`src/rtl/ram_port_arbiter.sv`:
```
// ram_port_arbiter: round-robin sharing of the RAM write port and read port A
// between two single-beat req/ack masters (M0 = CPU datapath, M1 = loader/debug).
module ram_port_arbiter #(
    parameter int ADDR_W = 8,
    parameter int DATA_W = 16
) (
    input  logic              clk,
    input  logic              rst_n,
    input  logic              m0_req,
    input  logic              m0_we,
    input  logic [ADDR_W-1:0] m0_addr,
    input  logic [DATA_W-1:0] m0_wdata,
    output logic              m0_ack,
    output logic [DATA_W-1:0] m0_rdata,
    input  logic              m1_req,
    input  logic              m1_we,
    input  logic [ADDR_W-1:0] m1_addr,
    input  logic [DATA_W-1:0] m1_wdata,
    output logic              m1_ack,
    output logic [DATA_W-1:0] m1_rdata,
    output logic              ram_we,
    output logic [ADDR_W-1:0] ram_waddr,
    output logic [DATA_W-1:0] ram_wdata,
    output logic [ADDR_W-1:0] ram_raddr,
    input  logic [DATA_W-1:0] ram_rdata,
    output logic              busy
);

    typedef enum logic [1:0] {
        IDLE   = 2'd0,
        ACCESS = 2'd1,
        RESP   = 2'd2
    } state_e;

    state_e              state_q, state_d;
    logic                owner_q, owner_d;            // 0 = M0, 1 = M1
    logic                last_grant_q, last_grant_d;
    logic                we_q, we_d;
    logic [ADDR_W-1:0]   addr_q, addr_d;
    logic [DATA_W-1:0]   wdata_q, wdata_d;
    logic [DATA_W-1:0]   m0_rdata_q, m0_rdata_d;
    logic [DATA_W-1:0]   m1_rdata_q, m1_rdata_d;
    logic                winner;

    always_comb begin
        // NOTE: every signal gets a default first so no path leaves it unassigned (no latches).
        state_d      = state_q;
        owner_d      = owner_q;
        last_grant_d = last_grant_q;
        we_d         = we_q;
        addr_d       = addr_q;
        wdata_d      = wdata_q;
        m0_rdata_d   = m0_rdata_q;
        m1_rdata_d   = m1_rdata_q;

        // A lone requester wins outright; a tie goes to whoever was not served last.
        winner = ~last_grant_q;
        if (m0_req && !m1_req) begin
            winner = 1'b0;
        end else if (m1_req && !m0_req) begin
            winner = 1'b1;
        end

        case (state_q)
            IDLE: begin
                if (m0_req || m1_req) begin
                    owner_d      = winner;
                    last_grant_d = winner;
                    we_d         = winner ? m1_we    : m0_we;
                    addr_d       = winner ? m1_addr  : m0_addr;
                    wdata_d      = winner ? m1_wdata : m0_wdata;
                    state_d      = ACCESS;
                end
            end
            ACCESS: begin
                // Captured on the same edge that commits a write, so a write returns old contents.
                if (owner_q) begin
                    m1_rdata_d = ram_rdata;
                end else begin
                    m0_rdata_d = ram_rdata;
                end
                state_d = RESP;
            end
            RESP: begin
                state_d = IDLE;
            end
            default: begin
                state_d = IDLE;
            end
        endcase
    end

    // NOTE: state uses non-blocking assignments so all flops update together on the edge.
    always_ff @(posedge clk or negedge rst_n) begin
        if (!rst_n) begin
            // NOTE: datapath regs are reset too, because every output must read 0 during reset.
            state_q      <= IDLE;
            owner_q      <= 1'b0;
            last_grant_q <= 1'b1;
            we_q         <= 1'b0;
            addr_q       <= '0;
            wdata_q      <= '0;
            m0_rdata_q   <= '0;
            m1_rdata_q   <= '0;
        end else begin
            state_q      <= state_d;
            owner_q      <= owner_d;
            last_grant_q <= last_grant_d;
            we_q         <= we_d;
            addr_q       <= addr_d;
            wdata_q      <= wdata_d;
            m0_rdata_q   <= m0_rdata_d;
            m1_rdata_q   <= m1_rdata_d;
        end
    end

    // ram_we decodes straight from state, so an async reset mid-ACCESS kills the write at once.
    assign ram_we    = (state_q == ACCESS) && we_q;
    assign ram_waddr = addr_q;
    assign ram_raddr = addr_q;
    assign ram_wdata = wdata_q;
    assign m0_ack    = (state_q == RESP) && !owner_q;
    assign m1_ack    = (state_q == RESP) &&  owner_q;
    assign m0_rdata  = m0_rdata_q;
    assign m1_rdata  = m1_rdata_q;
    assign busy      = (state_q != IDLE);

endmodule

```
`config.mk`:
```
export PLATFORM = sky130hd
export DESIGN_NAME = ram_port_arbiter
export DESIGN_NICKNAME = d
export VERILOG_FILES = /design/src/rtl/ram_port_arbiter.sv
export SDC_FILE = /design/constraint.sdc
export NUM_CORES = 1
export LEC_CHECK = 0
export BUFFER_PORTS_ARGS = -buffer_cell sky130_fd_sc_hd__buf_4
export CAP_MARGIN = 5
export CELL_PAD_IN_SITES_DETAIL_PLACEMENT = 0
export CELL_PAD_IN_SITES_GLOBAL_PLACEMENT = 1
export CORE_AREA = 3 3 100 102
export CTS_CLUSTER_SIZE = 25
export DETAILED_ROUTE_END_ITERATION = 12
export DIE_AREA = 0 0 103 105
export GPL_TIMING_DRIVEN = 0
export MAX_ROUTING_LAYER = met4
export PLACE_DENSITY_LB_ADDON = 0.1
export RECOVER_POWER = 100
export SYNTH_ARGS = -nofsm -noshare
export SYNTH_HDL_FRONTEND = slang
export SYNTH_SLANG_ARGS = --single-unit
```
`constraint.sdc`:
```
create_clock -name clk -period 1.4 [get_ports clk]
set_input_delay 0.42 -clock clk [delete_from_list [all_inputs] [get_ports clk]]
set_output_delay 0.42 -clock clk [all_outputs]
set_load 0.005 [all_outputs]
```
Word level (Yosys, flattened, before mapping)
Cells that the tools add are included.

Latch bits: 0. Bits in read-only memories: 0. Logic and storage cells: 34. Memory bits (writable): 0. Memories kept: 0. Input port bits: 70. Register bits: 61. Output and inout bits: 68.

Equal/unequal tests: 3. $mul: 0. $lt $le $gt $ge: 0. Div/mod/pow operators: 0. Bitwise operators: 2. Shift operators: 0. Add/subtract/negate cells: 0. Reduce and logical (&&, ||, !) cells: 14. Muxes and demuxes: 7.

Operators with widths (number): $mux 16 (1); $mux 8 (1); $reduce_and 2->1 (3); $logic_and 1x1->1 (5); $pmux 2 s2 (1); $logic_not 1->1 (3); $mux 1 (3); $eq 2x1->1 const B (1); $eq 2x2->1 const B (1); $logic_not 2->1 (1); $mux 2 (1); $ne 2x2->1 const B (1); $not 1->1 (2); $reduce_bool 2->1 (1); $logic_or 1x1->1 (1).

Logic depth before layout (Yosys ltp)
Gate-level depths: netlist of run 1.

Word-level depth: 5. Mapped depth: 6. Mapped depth without buffers: 3.

Worst setup path after synthesis of run 1
Ideal clock, no wire load.

Path kind: reg-to-output. From: register state_q[1]. To: output port busy. Path buffers: 2. Data required time: 980 ps. Arrival: 960 ps. Cell stages (with the launch flop): 5. Path slack: 20 ps. Path through: dfrtp_1 -> nor2_1 -> buf_2 -> buf_2 -> inv_1.

Longest elaborated chain between the ends: 1.

RTL lines: start, declared (RTL line 35) `state_e state_q, state_d;`; start signal, assigned (RTL line 106) `state_q <= state_d;`; $reduce_bool 2->1 (RTL line 126) `assign busy = (state_q != IDLE);`; end, declared (RTL line 26) `output logic busy`.

No other way between the ends.

Final worst setup path of run 1
From: register state_q[0]. To: output port busy.

Same word-level chain as after synthesis.

==> results of run 1 <==
[power groups by stage]
stage               Combinational (mW)  Sequential [mW]  Clock (mW)
floorplan                         2.18             3.27           0
global placement                  4.47             3.25           0
detailed placement                4.50             3.27           0
CTS                               5.03             3.28        1.59
global route                      5.71             3.42        1.67
finish                            5.25             3.28        1.54
[Yosys cell counts]
master,number
nand2_2,1
a21oi_1,29
buf_4,9
clkbuf_2,2
dfstp_2,1
and2b_1,1
nor2b_4,1
a21boi_1,1
and3b_1,1
inv_1,1
nand3b_1,25
a21bo_2,1
or2_1,1
and2_4,1
clkbuf_1,8
a31oi_1,25
and2_1,1
nor3b_1,1
nor2_1,3
o21ai_0,25
buf_6,6
buf_2,5
dfrtp_1,60
mux2_2,32
[layout by cell type (no fill, tap or decap), types with 2 or more instances in the layout]
cell       Yosys  routed
buf_12         0       3
clkbuf_8       0       9
dfrtp_2        0       3
a31oi_1       25      25
buf_8          0       7
buf_6          6       7
clkinv_2       0       4
o21ai_1        0       2
clkbuf_1       8       2
a21oi_1       29      29
and2_4         1       2
buf_4          9     145
mux2_4         0      16
mux2_2        32      16
o21ai_0       25      23
nand3b_1      25      25
clkbuf_2       2       6
dfrtp_1       60      57
clkbuf_16      0       4
[kinds of logic after synthesis]
group / share of synthesized area
AO/OA/AOI/OAI: 0.159
flip-flops: 0.546
AND/OR/NAND/NOR: 0.0943
multiplexers: 0.129
buffers and inverters: 0.0728
[path summary, 6_finish.rpt]
check | cells past startpoint | slack (ps) | startpoint | to
min in group clk | 2 | 320 | ram_rdata[10] | m0_rdata[10]
worst max register to register | 5 | -30 | state_q[1] | m0_rdata[0]
worst min register to register | 1 | 510 | m1_rdata[15] | m1_rdata[15]
worst min-delay path | 1 | 160 | rst_n | m1_rdata[1]
worst max-delay path | 5 | -280 | state_q[0] | busy
max in group asynchronous | 1 | 680 | rst_n | state_q[0]
[what timing repair did]
item | CTS | global route
gates resized for setup | 43 | 25
pin swaps | 2 | 4
setup buffers | 10 | 5
endpoints found under the setup margin | 59 | 56
cloned | 1 | 4
[layout make-up]
class | instances | area, sq um
clock inverters | 7 | 66.3
inverters | 1 | 3.75
well taps | 111 | 139
clock buffers | 9 | 124
flip-flops and latches | 61 | 1530
plain buffers | 19 | 183
fillers | 894 | 4680
multi-input cells | 149 | 1180
repair buffers | 156 | 1290
[flip-flops by register name, indices dropped and copies added, names as in the netlist]
| signal | count |
|---|---|
| we_q | 1 |
| last_grant_q | 1 |
| m1_rdata | 16 |
| state_q | 2 |
| owner_q | 1 |
| ram_wdata | 16 |
| m0_rdata | 16 |
| ram_raddr | 8 |
[per-stage QoR]
step	setup TNS (ps)	instance area [sq um]	worst slack (ps)	cells	utilization
after floorplan	0	2800	20.4	241	-
after global placement	-11670	3970	-410	489	0.431
after detailed placement	-10380	3970	-376	489	0.431
after CTS	-1860	4330	-317	507	0.471
after global routing	-2170	4520	-332	513	0.491
final	-974	4520	-276	513	0.491
[worst max-delay path, delay by kind of cell (launching register included)]
family | cells | cell delay [ps]
AND/OR/NAND/NOR | 1 | 150
flip-flops | 1 | 440
buffers and inverters | 4 | 340
[routing by layer]
metal | part of all wire | routed length (um) | global-route usage | vias up
met1 | 0.44 | 3780 | 0.200 | 1167
met5 | 0 | 0 | - | -
li1 | - | - | - | 1191
met3 | 0.063 | 537 | 0.0360 | 10
met4 | 0.014 | 122 | 0.0527 | 0
met2 | 0.48 | 4130 | 0.244 | 98
==> flow_summary.yaml, run 1 <==
clocking:
  ctsRootBufferMaster: "clkbuf_8"
  htreeDepth: 3
  clock_latency_ps: 340
  path_clk_slew_ps: 70
  postCtsHoldBufs: 0
  cts_sinks: 61
  numCtsBuffers: 9
  cts_buffer_depth: 2
  cts_tree: "built"
synth:
  yosysUniqueCellTypes: 24
  syn_inst: 241
  synthTopCellsByArea: "dfrtp_1 54%, mux2_2 13%, nand3b_1 6.7%"
  yosysSeqAreaShare: 0.546
  synth_top_cell_by_area: "dfrtp_1"
  syn_avg_cell_area_sq_um: 11.6
  synth_seq_cells: 61
  syn_nets: 311
  synth_area_sq_um: 2800
  synth_top_area_share: 0.536
  ys_warn_count: 0
global_routing:
  grt_pass1_wl_um: 12800
  antenna_found_initial: 0
  grt_start_max_net_pins: 62
  grt_pass1_vias: 2472
  overflow: 0
  grt_usage: 0.157
timing:
  relSlewSlack: 0.471
  tightest_slew_ps: 794
  period_needed_ps: 1680
  post-route-period-util: 1.20
  rsz0062_at_grt: "true"
  hold_viol: 0
  drv_slew: 0
  setup_viol: 20
  setup_ws_ps: -276
  timing.fmax_mhz: 597
  finClkSkew_ps: 6.79
  whs_ps: 156
min_path:
  hold_path.class: "in -> async"
setup_path:
  crit_type: "reg -> out"
  crit_arrival_ps: 1260
  required_ps: 980
  cp-start-kind: "flip-flop"
  slowest_stage: "dfrtp_2"
  cp_max_fo: 4
  crit_top_cell: "buf_6"
  cp-end-kind: "output pin"
  slowest_delay_ps: 440
  cp_cell_sequence: "nor2_4, buf_6, buf_8, inv_2, buf_6"
run:
  max_cap_violations: 0
drt:
  drc_errors: 0
  vias: 2466
  avgViaCountPerCell: 4.81
  routed_wl_um: 8570
  wire_per_inst_um: 16.7
  postRouteAntennaNets: 0
  first_pass_iters: 4
  drt_iter0_markers: 80
run_status:
  status: "finished with violations"
  violations: "negative setup slack"
pwr:
  peakVddDrop_uv: 803
  p_sw_mw: 3.29
  seqPwrFrac: 0.326
  total_power_mw: 10.1
  switching_share: 0.326
  leakage_nw: 2.10
  power_per_cell_area_nw_per_um2: 2230
  p_int_mw: 6.78
  share_clk_of_total_power: 0.153
  pwr-share-comb: 0.521
die:
  core_sq_um: 9200
  num_io_pins: 138
  rows: 35
  initial_utilization: 0.304
  die_h_um: 105
  die_w_um: 103
  dieArea_sq_um: 10800
placement:
  portBuffers: 137
  dp_hpwl_um: 5800
  gp_congestion: 0.734
final_layout:
  diodes: 0
  drive_gt1_frac: 0.585
  fin_nets: 467
  area_delta_synth_final_pct: 61.3
Power figures use the tool's default switching activity.
==> run 2: changes to the inputs <==
--- a/config.mk
+++ b/config.mk
@@ -7,7 +7,7 @@
 export LEC_CHECK = 0
 export BUFFER_PORTS_ARGS = -buffer_cell sky130_fd_sc_hd__buf_4
 export CAP_MARGIN = 5
-export CELL_PAD_IN_SITES_DETAIL_PLACEMENT = 0
+export CELL_PAD_IN_SITES_DETAIL_PLACEMENT = 1
 export CELL_PAD_IN_SITES_GLOBAL_PLACEMENT = 1
 export CORE_AREA = 3 3 100 102
 export CTS_CLUSTER_SIZE = 25
@@ -17,6 +17,7 @@
 export MAX_ROUTING_LAYER = met4
 export PLACE_DENSITY_LB_ADDON = 0.1
 export RECOVER_POWER = 100
+export SLEW_MARGIN = 30
 export SYNTH_ARGS = -nofsm -noshare
 export SYNTH_HDL_FRONTEND = slang
 export SYNTH_SLANG_ARGS = --single-unit
==> constraint.sdc (replaced) <==
create_clock -name clk -period 1.5 [get_ports clk]
set_input_delay 0.45 -clock clk [delete_from_list [all_inputs] [get_ports clk]]
set_output_delay 0.45 -clock clk [all_outputs]
set_load 0.005 [all_outputs]
==> flow_summary.yaml, run 2 (same netlist as run 1, synthesis figures left out) <==
run_status:
  status: "finished with violations"
  violations: "negative setup slack"
timing:
  rsz0062_at_grt: "true"
  drv_slew: 0
  period_needed_ps: 1710
  finClkSkew_ps: 11.3
  relSlewSlack: 0.422
  tightest_slew_ps: 867
  post-route-period-util: 1.14
  setup_viol: 18
  hold_viol: 0
  setup_ws_ps: -214
  whs_ps: 236
  timing.fmax_mhz: 583
clocking:
  htreeDepth: 3
  cts_sinks: 61
  cts_tree: "built"
  path_clk_slew_ps: 80
  numCtsBuffers: 9
  postCtsHoldBufs: 0
  clock_latency_ps: 340
  ctsRootBufferMaster: "clkbuf_8"
  cts_buffer_depth: 2
global_routing:
  overflow: 0
  grt_usage: 0.171
  grt_start_max_net_pins: 62
  grt_pass1_wl_um: 14000
  antenna_found_initial: 0
  grt_pass1_vias: 2693
placement:
  place_ws_ps: -429
  dp_hpwl_um: 6240
  gp_congestion: 0.734
  portBuffers: 137
setup_path:
  cp-start-kind: "flip-flop"
  cp_cell_sequence: "buf_6, nor2b_4, and2_4, buf_6"
  crit_type: "reg -> out"
  r2r_slack_ps: -60
  cp_max_fo: 4
  rr_startpoint: "state_q[1]"
  cp-end-kind: "output pin"
  required_ps: 1050
  slowest_delay_ps: 430
  cp-startpoint: "state_q[1]"
  slowest_stage: "dfrtp_2"
  crit_arrival_ps: 1260
  crit_top_cell: "buf_6"
final_layout:
  area_delta_synth_final_pct: 59.3
  final_cell_mix: "150 x buf_4, 59 x dfrtp_1, 29 x a21oi_1"
  drive_gt1_frac: 0.576
  fin_nets: 468
  diodes: 0
  layout_commonest_cell: "buf_4"
  final_util: 0.485
die:
  num_io_pins: 138
  initial_utilization: 0.304
  core_sq_um: 9200
  rows: 35
  die_w_um: 103
  dieArea_sq_um: 10800
  die_h_um: 105
pwr:
  peakVddDrop_uv: 619
  power_per_cell_area_nw_per_um2: 2160
  leakage_nw: 2.06
drt:
  vias: 2454
  drt_iter0_markers: 61
  drc_errors: 0
  routed_wl_um: 9030
  avgViaCountPerCell: 4.77
  wire_per_inst_um: 17.6
  postRouteAntennaNets: 0
  first_pass_iters: 4
min_path:
  hold_path.class: "in -> async"
run:
  max_cap_violations: 0
run 2: critical path, delay by kind of cell, from the launching register on:
| family | cells | cell delay [ps] |
|---|---|---|
| buffers and inverters | 2 | 220 |
| flip-flops | 1 | 430 |
| AND/OR/NAND/NOR | 2 | 280 |
run 2: power by group:
group          total [mW]  internal [mW]  switching, mW
Clock                1.65          0.941          0.709
Combinational        4.93           3.04           1.89
Sequential           3.06           2.52          0.545
run 2: area by class of cell:
cell class / instances / area [sq um]
fill: 1042 / 4740
multi-input combinational: 149 / 1160
buffer: 30 / 251
inverter: 1 / 3.75
sequential: 61 / 1530
tap: 111 / 139
clock buffer: 9 / 124
clock inverter: 7 / 97.6
timing repair buffer: 146 / 1160
run 2: stage by stage:
stage	total power [mW]	area (sq um)	setup TNS [ps]	instances
floorplan	5.09	2800	0	241
global placement	7.21	3970	-7740	489
detailed placement	7.30	3970	-8760	489
CTS	9.44	4340	-1270	510
global route	10.4	4460	-3040	514
finish	9.64	4460	-1320	514
run 2: metal layers:
layer	part of all wire	global-route usage
met3	0.060	0.0461
met1	0.43	0.213
met4	0.0069	0.0361
met5	0	-
met2	0.50	0.279
run 2: timing repair:
item	4_1_cts	5_1_grt
resized for setup	31	23
setup buffers	4	4
pin swaps	2	2
cloned	1	1
endpoints found under the setup margin	44	52
run 2: worst paths after layout:
check                         endpoint  depth (start not counted)
max reg2reg                m0_rdata[8]                          6
min reg2reg                m1_rdata[1]                          1
max                             ram_we                          4
min                        m1_rdata[1]                          1
min in group clk           m1_rdata[1]                          2
max in group asynchronous   state_q[1]                          1
